## config.mk

```make
export PLATFORM = sky130hd
export DESIGN_NAME = pipe_stage_elastic_flat
export DESIGN_NICKNAME = d
export VERILOG_FILES = /design/src/rtl/pipe_stage_elastic_if.sv /design/src/rtl/pipe_stage_elastic.sv /design/src/flat_wrapper.sv
export SDC_FILE = /design/constraint.sdc
export NUM_CORES = 1
export LEC_CHECK = 0
export ABC_AREA = 1
export BUFFER_PORTS_ARGS = -buffer_cell sky130_fd_sc_hd__buf_2
export CAP_MARGIN = 20
export CORE_MARGIN = 3
export CORE_UTILIZATION = 50
export CTS_BUF_LIST = sky130_fd_sc_hd__clkbuf_8 sky130_fd_sc_hd__clkbuf_16
export DETAILED_ROUTE_END_ITERATION = 8
export PLACE_DENSITY = 0.77
export SETUP_SLACK_MARGIN = 0.15
export SLEW_MARGIN = 25
export SYNTH_ARGS = -nofsm -noshare
export SYNTH_HDL_FRONTEND = slang
export SYNTH_SLANG_ARGS = --single-unit
```

## constraint.sdc

```tcl
create_clock -name clock -period 14.6 [get_ports clock]
set_input_delay 0.73 -clock clock [delete_from_list [all_inputs] [get_ports clock]]
set_output_delay 0.73 -clock clock [all_outputs]
set_load 0.05 [all_outputs]
```

## src/rtl/pipe_stage_elastic_if.sv

```systemverilog
// Valid/ready handshake bundle between two pipeline stages.
// The stage itself takes the slave view; the surrounding pipeline/testbench takes the master view.
interface pipe_stage_elastic_if #(
  parameter int CTRL_W = 32,
  parameter int DATA_W = 32,
  parameter int PC_W   = 32
);
  logic              up_valid;
  logic              up_ready;
  logic [CTRL_W-1:0] up_ctrl;
  logic [DATA_W-1:0] up_data;
  logic [PC_W-1:0]   up_pc;
  logic              up_is_bds;

  logic              dn_valid;
  logic              dn_ready;
  logic [CTRL_W-1:0] dn_ctrl;
  logic [DATA_W-1:0] dn_data;
  logic [PC_W-1:0]   dn_restart_pc;
  logic              dn_is_bds;
  logic              dn_is_flushed;

  modport slave (
    input  up_valid, up_ctrl, up_data, up_pc, up_is_bds, dn_ready,
    output up_ready, dn_valid, dn_ctrl, dn_data, dn_restart_pc, dn_is_bds, dn_is_flushed
  );

  modport master (
    output up_valid, up_ctrl, up_data, up_pc, up_is_bds, dn_ready,
    input  up_ready, dn_valid, dn_ctrl, dn_data, dn_restart_pc, dn_is_bds, dn_is_flushed
  );
endinterface

```

## src/rtl/pipe_stage_elastic.sv

```systemverilog
// Elastic pipeline register with optional skid entry so up_ready is registered.
// Supports per-word flush marking, delay-slot restart PC tracking and a whole-stage kill.
module pipe_stage_elastic #(
  parameter int CTRL_W = 32,
  parameter int DATA_W = 32,
  parameter int PC_W   = 32,
  parameter int SKID   = 1
) (
  input  logic                 clock,
  input  logic                 reset,
  pipe_stage_elastic_if.slave  bus,
  input  logic                 flush,
  input  logic                 kill,
  output logic [1:0]           occupancy
);

  typedef struct packed {
    logic [CTRL_W-1:0] ctrl;
    logic [DATA_W-1:0] data;
    logic [PC_W-1:0]   restart_pc;
    logic              is_bds;
    logic              is_flushed;
  } entry_t;

  typedef enum logic [1:0] {
    EMPTY = 2'd0,
    ONE   = 2'd1,
    TWO   = 2'd2
  } state_t;

  // A flushed word becomes a NOP but keeps its data; a delay slot restarts at its branch.
  function automatic entry_t capture(
    input logic [CTRL_W-1:0] ctrl,
    input logic [DATA_W-1:0] data,
    input logic [PC_W-1:0]   pc,
    input logic              is_bds,
    input logic              flushed,
    input logic [PC_W-1:0]   last_restart
  );
    entry_t e;
    e.ctrl       = flushed ? '0 : ctrl;
    e.data       = data;
    e.restart_pc = is_bds ? last_restart : pc;
    e.is_bds     = is_bds;
    e.is_flushed = flushed;
    return e;
  endfunction

  state_t          state_q, state_d;
  entry_t          main_p1, skid_p1, cap_word;
  logic [PC_W-1:0] last_restart_p1;
  logic            up_ready, dn_valid;
  logic            accept, pop;
  logic            load_main, load_skid, skid_to_main;

  assign accept   = bus.up_valid & up_ready;
  assign pop      = dn_valid & bus.dn_ready;
  assign cap_word = capture(bus.up_ctrl, bus.up_data, bus.up_pc, bus.up_is_bds,
                            flush, last_restart_p1);

  generate
    if (SKID != 0) begin : g_skid
      logic up_ready_q;
      // Registered ready: it only drops when the next state holds both entries.
      always_ff @(posedge clock or posedge reset) begin
        if (reset) up_ready_q <= 1'b0;
        else       up_ready_q <= (state_d != TWO);
      end
      assign up_ready = up_ready_q;
    end else begin : g_noskid
      assign up_ready = bus.dn_ready | ~dn_valid;
    end
  endgenerate

  always_ff @(posedge clock or posedge reset) begin
    if (reset) state_q <= EMPTY;
    else       state_q <= state_d;
  end

  always_comb begin
    state_d = state_q;
    if (kill) begin
      state_d = EMPTY;
    end else begin
      case (state_q)
        EMPTY:   if (accept) state_d = ONE;
        ONE: begin
          if (accept && !pop && (SKID != 0)) state_d = TWO;
          else if (!accept && pop)           state_d = EMPTY;
        end
        TWO:     if (pop) state_d = ONE;
        default: state_d = EMPTY;
      endcase
    end
  end

  always_comb begin
    dn_valid     = (state_q != EMPTY);
    occupancy    = state_q;
    load_main    = 1'b0;
    load_skid    = 1'b0;
    skid_to_main = 1'b0;
    if (!kill) begin
      case (state_q)
        EMPTY: load_main = accept;
        ONE: begin
          load_main = accept & pop;
          load_skid = accept & ~pop;
        end
        TWO:     skid_to_main = pop;
        default: ;
      endcase
    end
  end

  // Stage boundary: entries only change on a load, so a stalled head stays stable.
  always_ff @(posedge clock or posedge reset) begin
    if (reset) begin
      main_p1         <= '0;
      skid_p1         <= '0;
      last_restart_p1 <= '0;
    end else begin
      if (load_main)         main_p1 <= cap_word;
      else if (skid_to_main) main_p1 <= skid_p1;
      if (load_skid)         skid_p1 <= cap_word;
      if (accept && !bus.up_is_bds && !kill) last_restart_p1 <= bus.up_pc;
    end
  end

  assign bus.up_ready      = up_ready;
  assign bus.dn_valid      = dn_valid;
  assign bus.dn_ctrl       = main_p1.ctrl;
  assign bus.dn_data       = main_p1.data;
  assign bus.dn_restart_pc = main_p1.restart_pc;
  assign bus.dn_is_bds     = main_p1.is_bds;
  assign bus.dn_is_flushed = main_p1.is_flushed;

endmodule

```

## src/flat_wrapper.sv

```systemverilog
// flat-port wrapper written by rule: the top's interface ports become plain ports
module pipe_stage_elastic_flat 
#(
  parameter int CTRL_W = 32,
  parameter int DATA_W = 32,
  parameter int PC_W   = 32,
  parameter int SKID   = 1
)
  (clock, reset, flush, kill, occupancy, bus_up_valid, bus_up_ctrl, bus_up_data, bus_up_pc, bus_up_is_bds, bus_dn_ready, bus_up_ready, bus_dn_valid, bus_dn_ctrl, bus_dn_data, bus_dn_restart_pc, bus_dn_is_bds, bus_dn_is_flushed);
  pipe_stage_elastic_if #(.CTRL_W(CTRL_W), .DATA_W(DATA_W), .PC_W(PC_W)) bus_i ();
  input  logic clock;
  input  logic reset;
  input  logic flush;
  input  logic kill;
  output logic [1:0] occupancy;
  input wire logic [$bits(bus_i.up_valid)-1:0] bus_up_valid;
  input wire logic [$bits(bus_i.up_ctrl)-1:0] bus_up_ctrl;
  input wire logic [$bits(bus_i.up_data)-1:0] bus_up_data;
  input wire logic [$bits(bus_i.up_pc)-1:0] bus_up_pc;
  input wire logic [$bits(bus_i.up_is_bds)-1:0] bus_up_is_bds;
  input wire logic [$bits(bus_i.dn_ready)-1:0] bus_dn_ready;
  output wire logic [$bits(bus_i.up_ready)-1:0] bus_up_ready;
  output wire logic [$bits(bus_i.dn_valid)-1:0] bus_dn_valid;
  output wire logic [$bits(bus_i.dn_ctrl)-1:0] bus_dn_ctrl;
  output wire logic [$bits(bus_i.dn_data)-1:0] bus_dn_data;
  output wire logic [$bits(bus_i.dn_restart_pc)-1:0] bus_dn_restart_pc;
  output wire logic [$bits(bus_i.dn_is_bds)-1:0] bus_dn_is_bds;
  output wire logic [$bits(bus_i.dn_is_flushed)-1:0] bus_dn_is_flushed;
  assign bus_i.up_valid = bus_up_valid;
  assign bus_i.up_ctrl = bus_up_ctrl;
  assign bus_i.up_data = bus_up_data;
  assign bus_i.up_pc = bus_up_pc;
  assign bus_i.up_is_bds = bus_up_is_bds;
  assign bus_i.dn_ready = bus_dn_ready;
  assign bus_up_ready = bus_i.up_ready;
  assign bus_dn_valid = bus_i.dn_valid;
  assign bus_dn_ctrl = bus_i.dn_ctrl;
  assign bus_dn_data = bus_i.dn_data;
  assign bus_dn_restart_pc = bus_i.dn_restart_pc;
  assign bus_dn_is_bds = bus_i.dn_is_bds;
  assign bus_dn_is_flushed = bus_i.dn_is_flushed;
  pipe_stage_elastic #(.CTRL_W(CTRL_W), .DATA_W(DATA_W), .PC_W(PC_W), .SKID(SKID)) u_core (.clock(clock), .reset(reset), .bus(bus_i), .flush(flush), .kill(kill), .occupancy(occupancy));
endmodule
```

==> out/qor.yml <==
post-cts-setup-buffer-count: 0
power.density_mw_per_mm2: 161
maxSlewViolCount: 0
finalClockSkew_ns: 0.00565
wl_um: 25800
grt_antenna_before_repair: 0
drive_gt1_share_pct: 17.9
clk_pin_slew_ns: 0.06
gp_congestion: 0.777
grt_pass1_vias: 8438
design.core.area_mm2: 0.0204
die_y_um: 151
syn_area_mm2: 0.0105
critPathRequiredTime_ns: 15.00
clk_latency_ns: 0.51
clk_path_buf_depth: 3
grt_pass1_wl_um: 42200
finalSetupViolCount: 0
via_per_inst: 5.03
postSynthAreaPerCell_um2: 7.93
cts_buffers: 24
end_kind: "flip-flop"
dp_slack_ns: 11.71
timing.final.ws_setup_ns: 12.30
placed_area_mm2: 0.0116
peakVddDrop_v: 0.0000909
ctsResizeCount: 0
hold_path.class: "in -> async"
initial_core_util_pct: 51.4
ant_nets: 0
dpl.cell_count: 1725
fin_hold_ws_ns: 0.341
seq_area_frac_synth_pct: 55.0
slew_headroom_pct: 36.5
clkSinkCount: 231
grt_setup_unrepaired: "false"
path_class: "in -> reg"
drcViolationCount: 0
fin_nets: 1585
fin_area_mm2: 0.0124
max_freq_ghz: 0.434
tns_ns: 0
cts_hold_buf: 0
outcome: "complete, no violations"
io_buffers: 204
synth_fp_nets: 1428
first_iter_violations: 682
antenna_cells: 0
hpwl_um: 15300
synthDistinctLibCells: 19
maxCapViolCount: 0
finalHoldViolCount: 0
p_leak_nw: 6.75
wl_per_cell_um: 14.6
synth-seq-cells: 231
row_count: 52
grt.overflow.total: 0
cts_tree: "built"
layout-area-overhead-vs-synth_pct: 17.9
cp_max_fo: 42
drt-pass1-iter-count: 5
period_share_pct: 15.8
grt_max_degree: 198
h-tree-depth: 1
period_needed_ns: 2.30
grt_usage_pct: 22.5
cts-root-buf: "clkbuf_16"
syn_inst: 1325
stdcell_count: 1770
io_pins: 205
final_util_pct: 60.6
worst_pin_slew_ns: 0.951
dieArea_mm2: 0.0228
cp.arrival_ns: 2.70
die_w_um: 151
vias: 8901
yosys_warnings: 0
startpoint_type: "input pin"
power_mw: 2.00
cells in the final DEF (no fill, tap or decap):
cell type  instances
nand2_1          465
dfrtp_1          231
buf_2            204
nand3_1          146
inv_1            145
o21ai_0          123
nor2_1            53
o21ai_1           42
nand3b_1          26
clkbuf_16         25
clkinv_2           7
buf_4              7
clkbuf_8           6
inv_2              5
nand2_2            3
nor2_4             3
buf_6              2
nand3_2            1
o21ai_2            1
nand2_8            1
inv_8              1
nand2_4            1
bufinv_16          1
buf_16             1
cell families after synthesis:
family          synth area share (%)
simple gates                    28.0
flops                           55.0
compound gates                  7.94
buf+inv                         9.04
state kept, by name (all words and copies together) (netlist names):
register	flops
u_core.last_restart_p1	32
u_core.bus.dn_ctrl	32
u_core.bus.dn_data	32
u_core.bus.dn_restart_pc	32
u_core.bus.up_ready	1
u_core.bus.dn_is_bds	1
u_core.bus.dn_is_flushed	1
u_core.occupancy	2
u_core.skid_p1	98
cells in the mapped netlist (all sizes together):
| master | count | area, um2 |
|---|---|---|
| buf | 44 | 254 |
| clkbuf | 39 | 148 |
| dfrtp | 231 | 5780 |
| inv | 146 | 548 |
| nand2 | 470 | 1780 |
| nand3 | 147 | 741 |
| nand3b | 26 | 195 |
| nor2 | 56 | 233 |
| o21ai | 166 | 835 |
where the power goes:
group          total [mW]  internal, mW  switching [mW]
combinational       0.530         0.143           0.387
sequential          0.864         0.785          0.0785
clock               0.604         0.357           0.247
critical path: stages:
cell and delay, ns:
buf_2 0.10, inv_1 0.14, nand2_1 0.12, nand2_2 0.12, inv_1 0.07, nand2_2 0.55, buf_4 0.55, nand3_1 0.14
nand2_1 0.10, inv_1 0.04
final cells by class:
type,count,area (um2)
clock buffer,31,708
clock inverter,13,83.8
fill,1848,8040
inverter,146,556
multi-input combinational,865,3800
sequential,231,5780
tap,270,338
timing repair buffer,214,1120
metal layers:
metal  global-route usage [%]  wire [um]  vias up  part of all wire (%)
met5                        0          0        -                     0
met4                     5.58        568        0                   2.2
met1                     31.8      11200     4109                    43
li1                         -          -     4447                     -
met2                     36.6      12100      307                    47
met3                     3.77       1890       38                   7.3
path summary, 6_finish.rpt:
check | from | end | depth (start not counted) | slack [ns]
setup / recovery | bus_dn_ready | u_core.bus.dn_ctrl[26] | 10 | 12.30
hold / removal | reset | u_core.bus.dn_data[4] | 2 | 0.34
setup reg to reg | u_core.occupancy[1] | u_core.bus.dn_restart_pc[22] | 8 | 12.30
hold reg to reg | u_core.skid_p1[16] | u_core.skid_p1[16] | 2 | 0.47
max in group asynchronous | reset | u_core.bus.dn_restart_pc[16] | 3 | 12.87
min in group clock | u_core.skid_p1[16] | u_core.skid_p1[16] | 2 | 0.47
No activity file was read; power rests on OpenSTA's default activity.
